==> src/rtl/psm_phase_gen.sv <==
// ---------------------------------------------------------------------------
// psm_phase_gen
// Phase-shifted gate pattern generator for N_LEGS half-bridge legs.
// A shared up-counter (0..P) sets the period. Each leg compares its phase-offset
// position against half the period to form a reference. That reference is
// registered once and then passed through a deadtime inserter that drives the
// complementary high/low gate pair.
// New period/phase/deadtime values are double-buffered. iLOAD fills a shadow
// copy, and the shadow becomes active only on a counter wrap.
//
// Ports
//   CLK        in   clock, rising edge
//   nRST       in   asynchronous active-low reset
//   iEN        in   run request (level)
//   iPERIOD    in   counter top value P (period = P+1 cycles)
//   iPHASE     in   per-leg phase offsets, leg i at [i*BITS_DATA +: BITS_DATA]
//   iDEADTIME  in   deadtime D in cycles
//   iLOAD      in   capture iPERIOD/iPHASE/iDEADTIME into the shadow copy
//   oLOAD_ACK  out  pulse in the cycle shadow values become active
//   oSYNC      out  pulse in the first cycle (cnt==0) of each running period
//   oRUN       out  high while START, RUN or STOP
//   oPSM       out  gate pairs: bit 2i high side, bit 2i+1 low side of leg i
// ---------------------------------------------------------------------------
module psm_phase_gen #(
  parameter int BITS_DATA = 16,
  parameter int N_LEGS    = 4,
  parameter int DT_BITS   = 8
) (
  input  logic                        CLK,
  input  logic                        nRST,
  input  logic                        iEN,
  input  logic [BITS_DATA-1:0]        iPERIOD,
  input  logic [N_LEGS*BITS_DATA-1:0] iPHASE,
  input  logic [DT_BITS-1:0]          iDEADTIME,
  input  logic                        iLOAD,
  output logic                        oLOAD_ACK,
  output logic                        oSYNC,
  output logic                        oRUN,
  output logic [2*N_LEGS-1:0]         oPSM
);

  localparam int CW = (DT_BITS > BITS_DATA) ? DT_BITS : BITS_DATA;
  localparam logic [BITS_DATA-1:0] P_MIN = BITS_DATA'(4);
  localparam logic [BITS_DATA-1:0] H_RST = BITS_DATA'(2);

  typedef enum logic [1:0] {S_IDLE, S_START, S_RUN, S_STOP} state_t;

  state_t                      state_q, state_d;
  logic                        rdy_q;
  logic [BITS_DATA-1:0]        cnt_q, cnt_d;
  logic                        pend_q, pend_d;
  logic                        ack_q, sync_q, run_q;

  logic [BITS_DATA-1:0]        sh_per_q;
  logic [N_LEGS*BITS_DATA-1:0] sh_ph_q;
  logic [DT_BITS-1:0]          sh_dt_q;

  logic [BITS_DATA-1:0]        act_per_q;
  logic [N_LEGS*BITS_DATA-1:0] act_ph_q;
  logic [DT_BITS-1:0]          act_dt_q;
  logic [BITS_DATA-1:0]        act_half_q;

  logic                        wrap, activate, load_active;

  // Clamp path: START loads straight from the ports, a wrap loads from the shadow.
  logic [BITS_DATA-1:0]        src_per, cl_per, cl_half, half_m1;
  logic [N_LEGS*BITS_DATA-1:0] src_ph, cl_ph;
  logic [DT_BITS-1:0]          src_dt, cl_dt;
  logic [BITS_DATA:0]          per_p1;

  assign src_per = (state_q == S_START) ? iPERIOD   : sh_per_q;
  assign src_ph  = (state_q == S_START) ? iPHASE    : sh_ph_q;
  assign src_dt  = (state_q == S_START) ? iDEADTIME : sh_dt_q;

  assign cl_per  = (src_per < P_MIN) ? P_MIN : src_per;
  assign per_p1  = {1'b0, cl_per} + (BITS_DATA+1)'(1);
  assign cl_half = BITS_DATA'(per_p1 >> 1);
  assign half_m1 = cl_half - BITS_DATA'(1);
  // Deadtime must leave at least one active cycle in each half period.
  assign cl_dt   = (CW'(src_dt) > CW'(half_m1)) ? DT_BITS'(half_m1) : src_dt;

  generate
    for (genvar gi = 0; gi < N_LEGS; gi++) begin : g_clamp
      assign cl_ph[gi*BITS_DATA +: BITS_DATA] =
        (src_ph[gi*BITS_DATA +: BITS_DATA] > cl_per) ? cl_per
                                                     : src_ph[gi*BITS_DATA +: BITS_DATA];
    end
  endgenerate

  // cnt never exceeds the active top: the top only changes at cnt==0.
  assign wrap        = ((state_q == S_RUN) || (state_q == S_STOP)) && (cnt_q >= act_per_q);
  assign activate    = (state_q == S_RUN) && wrap && pend_q;
  assign load_active = (state_q == S_START) || activate;

  always_comb begin
    state_d = state_q;
    cnt_d   = cnt_q;
    case (state_q)
      S_IDLE: begin
        cnt_d = '0;
        if (iEN && rdy_q) state_d = S_START;
      end
      S_START: begin
        cnt_d   = '0;
        state_d = S_RUN;
      end
      S_RUN: begin
        cnt_d = wrap ? '0 : cnt_q + BITS_DATA'(1);
        if (!iEN) state_d = S_STOP;
      end
      S_STOP: begin
        cnt_d = wrap ? '0 : cnt_q + BITS_DATA'(1);
        if (wrap) state_d = S_IDLE;
      end
      default: begin
        cnt_d   = '0;
        state_d = S_IDLE;
      end
    endcase
  end

  // A load arriving on the wrap cycle re-arms pending for the following wrap.
  always_comb begin
    pend_d = pend_q;
    if (activate)             pend_d = 1'b0;
    if (iLOAD)                pend_d = 1'b1;
    if (state_q == S_START)   pend_d = 1'b0;
  end

  always_ff @(posedge CLK or negedge nRST) begin
    if (!nRST) begin
      state_q    <= S_IDLE;
      rdy_q      <= 1'b0;
      cnt_q      <= '0;
      pend_q     <= 1'b0;
      ack_q      <= 1'b0;
      sync_q     <= 1'b0;
      run_q      <= 1'b0;
      sh_per_q   <= P_MIN;
      sh_ph_q    <= '0;
      sh_dt_q    <= '0;
      act_per_q  <= P_MIN;
      act_ph_q   <= '0;
      act_dt_q   <= '0;
      act_half_q <= H_RST;
    end else begin
      // rdy_q delays the first START by one edge after reset release.
      rdy_q   <= 1'b1;
      state_q <= state_d;
      cnt_q   <= cnt_d;
      pend_q  <= pend_d;
      if (iLOAD) begin
        sh_per_q <= iPERIOD;
        sh_ph_q  <= iPHASE;
        sh_dt_q  <= iDEADTIME;
      end
      if (load_active) begin
        act_per_q  <= cl_per;
        act_ph_q   <= cl_ph;
        act_dt_q   <= cl_dt;
        act_half_q <= cl_half;
      end
      ack_q  <= activate;
      run_q  <= (state_d != S_IDLE);
      sync_q <= (state_d == S_RUN) && (cnt_d == '0);
    end
  end

  assign oLOAD_ACK = ack_q;
  assign oSYNC     = sync_q;
  assign oRUN      = run_q;

  generate
    for (genvar gi = 0; gi < N_LEGS; gi++) begin : g_leg
      logic [BITS_DATA-1:0] ph;
      logic [BITS_DATA:0]   pos;
      logic                 ref_w, edge_w;
      logic                 r_q, r_d, rp_q;
      logic [DT_BITS-1:0]   dt_q, dt_d;
      logic [1:0]           out_q, out_d;

      assign ph  = act_ph_q[gi*BITS_DATA +: BITS_DATA];
      // One extra bit keeps cnt+P+1 from overflowing before the subtraction.
      assign pos = (cnt_q >= ph)
                 ? ({1'b0, cnt_q} - {1'b0, ph})
                 : ({1'b0, cnt_q} + {1'b0, act_per_q} + (BITS_DATA+1)'(1) - {1'b0, ph});
      assign ref_w  = (pos < {1'b0, act_half_q});
      assign edge_w = r_q ^ rp_q;

      // The reference is forced low outside RUN, so every run starts from a
      // known low reference.
      always_comb begin
        r_d   = (state_q == S_RUN) & ref_w;
        dt_d  = dt_q;
        out_d = 2'b00;
        if (state_d != S_RUN) begin
          dt_d = '0;
        end else if (edge_w) begin
          if (act_dt_q == '0) begin
            out_d = {~r_q, r_q};
            dt_d  = '0;
          end else begin
            dt_d  = act_dt_q - DT_BITS'(1);
          end
        end else if (dt_q != '0) begin
          dt_d = dt_q - DT_BITS'(1);
        end else begin
          out_d = {~r_q, r_q};
        end
      end

      always_ff @(posedge CLK or negedge nRST) begin
        if (!nRST) begin
          r_q   <= 1'b0;
          rp_q  <= 1'b0;
          dt_q  <= '0;
          out_q <= 2'b00;
        end else begin
          r_q   <= r_d;
          rp_q  <= r_q;
          dt_q  <= dt_d;
          out_q <= out_d;
        end
      end

      assign oPSM[2*gi +: 2] = out_q;
    end
  endgenerate

endmodule

==> config.mk <==
export PLATFORM = sky130hd
export DESIGN_NAME = psm_phase_gen
export DESIGN_NICKNAME = d
export VERILOG_FILES = /design/src/rtl/psm_phase_gen.sv
export SDC_FILE = /design/constraint.sdc
export NUM_CORES = 1
export LEC_CHECK = 0
export CAP_MARGIN = 15
export CELL_PAD_IN_SITES_DETAIL_PLACEMENT = 1
export CELL_PAD_IN_SITES_GLOBAL_PLACEMENT = 1
export CORE_MARGIN = 2
export CORE_UTILIZATION = 52
export CTS_CLUSTER_DIAMETER = 80
export CTS_CLUSTER_SIZE = 40
export DETAILED_ROUTE_END_ITERATION = 16
export PLACE_DENSITY_LB_ADDON = 0.2
export SLEW_MARGIN = 20
export SYNTH_ARGS = -nofsm -noshare
export SYNTH_HDL_FRONTEND = slang
export SYNTH_SLANG_ARGS = --single-unit
==> constraint.sdc <==
create_clock -name CLK -period 8.7 [get_ports CLK]
set_input_delay 0.87 -clock CLK [delete_from_list [all_inputs] [get_ports CLK]]
set_output_delay 0.87 -clock CLK [all_outputs]
set_load 0.05 [all_outputs]
==> out/metrics.csv <==
stage,metric,value,unit
worst_setup_path,CP required,9130,ps
power_and_ir_drop,Psw,5.900,mW
yosys,share of the synthesized area in the top cell type,27.26,%
yosys,"Net Count, Synth",3256,
yosys,mapped cell area,23870,sq um
flow_run,Max-cap violations,0,
detailed_routing,Routed WL,86800,um
die,core area,45380,sq um
clocking,clock-pin transition on the worst setup and hold timing paths,90,ps
detailed_routing,drt initial violations,1582,
sta,Setup TNS Final,0,ps
detailed_routing,wire per inst,24.65,um
sta,tightest hold margin,376.8,ps
final_layout,nets@finish,3310,
yosys,Most used DFF post-synth,dfrtp_1,
worst_setup_path,Crit. End Element,flip-flop,
power_and_ir_drop,peak supply drop,283.7,uV
sta,Period minus WS final,6403,ps
yosys,Yosys cell types,88,
worst_setup_path,"slowest stage delay, CP",840,ps
final_layout,number of diodes,0,
detailed_routing,DRC errors left,0,
power_and_ir_drop,Leakage Power,12.41,nW
sta,Slew Limit Fails,0,
clocking,H-tree depth,1,
clocking,CTS Sinks,263,
sta,FMAX,156.2,MHz
min_path,Hold Path Class,in2async,
die,die span in x,218.3,um
grt,grt ovf,0,
power_and_ir_drop,switching share of power,52.30,%
yosys,Synth Register Bits,263,
clocking,clk_lat worst skew,560,ps
die,Initial Utilization,52.60,%
clocking,clk root buf,clkbuf_16,
yosys,Syn Area/Cell,8.364,sq um
grt,first-pass GRT wire length,133400,um
worst_setup_path,worst path cell trace,"ha_1, o21bai_1, a21oi_1, nor2_1, o41ai_1, o211ai_1, xnor2_1, ha_1, o311ai_0, xnor2_1, nor2_1, a21oi_1, ha_1, o21a_1, o21a_1, o2111ai_1, or4_1, a21oi_1, nor3_1",
clocking,CTS tree,built,
detailed_routing,1st-pass router iterations,5,
sta,worst-margin pin slew,1224,ps
detailed_routing,vias per cell,6.269,
yosys,top-count cell post-synth,nand2_1,
power_and_ir_drop,Flop pwr share,15.3,%
worst_setup_path,FF-to-FF setup slack,2300,ps
yosys,Synth area leader,dfrtp_1,
worst_setup_path,"Max FO, Critical Path",15,
grt,initial antenna violation count,1,
worst_setup_path,R2R depth,19,
sta,Final Hold Vio Count,0,
placed_design,Post-DP HPWL,67310,um
yosys,Commonest cells post-synth,"nand2_1, ha_1, dfrtp_1, nor2_1, o21ai_0",
grt,vias in the first global route,22990,
placed_design,IO buf count,102,
detailed_routing,Via Count,22070,
final_layout,synthesis-to-finish area growth,9.681,%
worst_setup_path,FF-to-FF Start,cnt_q[1]$_DFF_PN0_,
clocking,Resize count post-CTS,0,
worst_setup_path,Reg-to-Reg End,g_leg[2].r_q$_DFF_PN0_,
power_and_ir_drop,Int Pwr,5.381,mW
worst_setup_path,startpoint types,flip-flop,
clocking,post-CTS setup repair buffer count,0,
worst_setup_path,critical path class,reg2reg,
die,num rows,78,
sta,Slew HR,17.78,%
worst_setup_path,crit path DAT,6840,ps
sta,endpoints failing setup,0,
sta,crit share post-route,73.60,%
grt,largest net degree at the start of global routing,168,
clocking,TritonCTS Buffers,19,
power_and_ir_drop,Logic pwr share,75.8,%
yosys,sequential-to-total area share from yosys stat,27.59,%
placed_design,GPL Wtd Cong,0.9755,
yosys,Post-Synthesis Cells,2854,
outcome,status,finished clean,
sta,Post-Route Skew,27.87,ps
yosys,ranking of synthesized cells by area,"dfrtp_1, ha_1, nand2_1",
sta,RSZ-0062 raised after global routing,false,
clocking,hold_buf cts,0,
yosys,Ys Warns,0,
final_layout,layout cells sized above 1,7.292,%
power_and_ir_drop,power per cell area,430.9,nW/um^2
die,IO Pins,103,
worst_setup_path,"Slowest-stage cell, CP",xnor2_1,
clocking,Clock Path Buffers,3,
die,Die Ht,218.3,um
yosys,Post-synth ARST share,100.0,%
power_and_ir_drop,Clk pwr share,8.9,%
die,die area,47640,sq um
yosys,"EDFF count, synth",0,
detailed_routing,ANT nets after route,0,
grt,All-Layer GR Usage,36.29,%
==> layer usage <==
metal	up-vias	part of all wire, %	track usage (%)
met3	186	5.9	4.969
met4	2	4.8	15.17
li1	10270	-	-
met5	-	0.010	0
met2	647	44	56.83
met1	10970	45	50.30
==> power groups by stage <==
stage	Sequential, mW	Combinational, mW	Clock, mW
after floorplan	1.62	6.03	0
after global placement	1.71	7.91	0
after detailed placement	1.74	8.32	0
after CTS	1.72	8.39	1.03
after global routing	1.75	9.44	1.06
final	1.72	8.55	1.01
==> critical path, delay by kind of cell (launching register included) <==
kind	cells	cell delay [ps]
xor gates and xnor gates	2	980
and+or+nand+nor	4	830
DFF	1	700
AOI/OAI and AO/OA	10	2520
adders and majority gates	3	1260
==> metrics by stage <==
step / power (mW) / instances / worst slack, ps / area [sq um] / util [%]
floorplan: 7.649 / 2854 / 3929 / 23870 / -
global placement: 9.627 / 3487 / 2444 / 25500 / 56.19
detailed placement: 10.06 / 3487 / 2324 / 25500 / 56.19
CTS: 11.13 / 3521 / 2353 / 26170 / 57.66
global route: 12.26 / 3521 / 1680 / 26180 / 57.69
finish: 11.28 / 3521 / 2297 / 26180 / 57.69
==> final cells by class <==
cell class | count | area [sq um]
timing repair buffer | 123 | 1194
multi-input combinational | 2340 | 16380
clock inverter | 11 | 155.1
sequential | 263 | 6585
tap | 600 | 750.7
clock buffer | 23 | 510.5
inverter | 161 | 606.8
fill | 5410 | 19200
==> worst max path at each step <==
stage	startpoint	to	slack (ps)
final	cnt_q[1]$_DFF_PN0_	g_leg[2].r_q$_DFF_PN0_	2300
after detailed placement	iPERIOD[3]	act_dt_q[3]$_DFFE_PN0P_	2320
after floorplan	cnt_q[1]$_DFF_PN0_	g_leg[0].r_q$_DFF_PN0_	3930
after global routing	cnt_q[1]$_DFF_PN0_	g_leg[2].r_q$_DFF_PN0_	1680
after global placement	iPERIOD[3]	act_dt_q[4]$_DFFE_PN0P_	2440
after CTS	cnt_q[1]$_DFF_PN0_	g_leg[2].r_q$_DFF_PN0_	2350
==> flip-flops by register name, summed over array words and instances (netlist names) <==
signal and flops:
act_per_q 16, g_leg.r_q 4, act_half_q 16, sh_ph_q 64
rdy_q 1, act_dt_q 8, sh_per_q 16, cnt_q 16
g_leg.rp_q 4, g_leg.out_q 8, oRUN 1, pend_q 1
sh_dt_q 8, act_ph_q 64, oSYNC 1, state_q 2
oLOAD_ACK 1, g_leg.dt_q 32
==> cell families after synthesis <==
family	after synthesis	synth area share (%)
flip-flops	263	27.59
AO/OA/AOI/OAI	668	17.79
multiplexers	202	9.089
other	1	0.01571
adder cells (fa/ha/maj)	310	16.53
AND/OR/NAND/NOR	1005	19.22
buffers and inverters	251	4.083
XOR/XNOR	154	5.682
==> layout by cell type (no fill, tap or decap), types with 25 or more instances in the layout <==
cell | synthesis | routed
inv_1 | 156 | 156
nand2_1 | 451 | 451
xnor2_1 | 87 | 87
nand3_1 | 50 | 50
nor2_1 | 216 | 216
nand2b_1 | 38 | 37
nor2b_1 | 26 | 26
o21ai_0 | 179 | 179
o21a_1 | 41 | 41
a31oi_1 | 28 | 25
ha_1 | 301 | 301
nand4_1 | 39 | 39
a21oi_1 | 177 | 174
mux2_2 | 107 | 107
clkdlybuf4s50_1 | 0 | 100
a21o_1 | 53 | 53
nor3_1 | 60 | 60
xor2_1 | 66 | 64
a211oi_1 | 38 | 38
dfrtp_1 | 260 | 260
mux2i_1 | 92 | 92
Note: power is estimated with default switching activity, not from simulation.
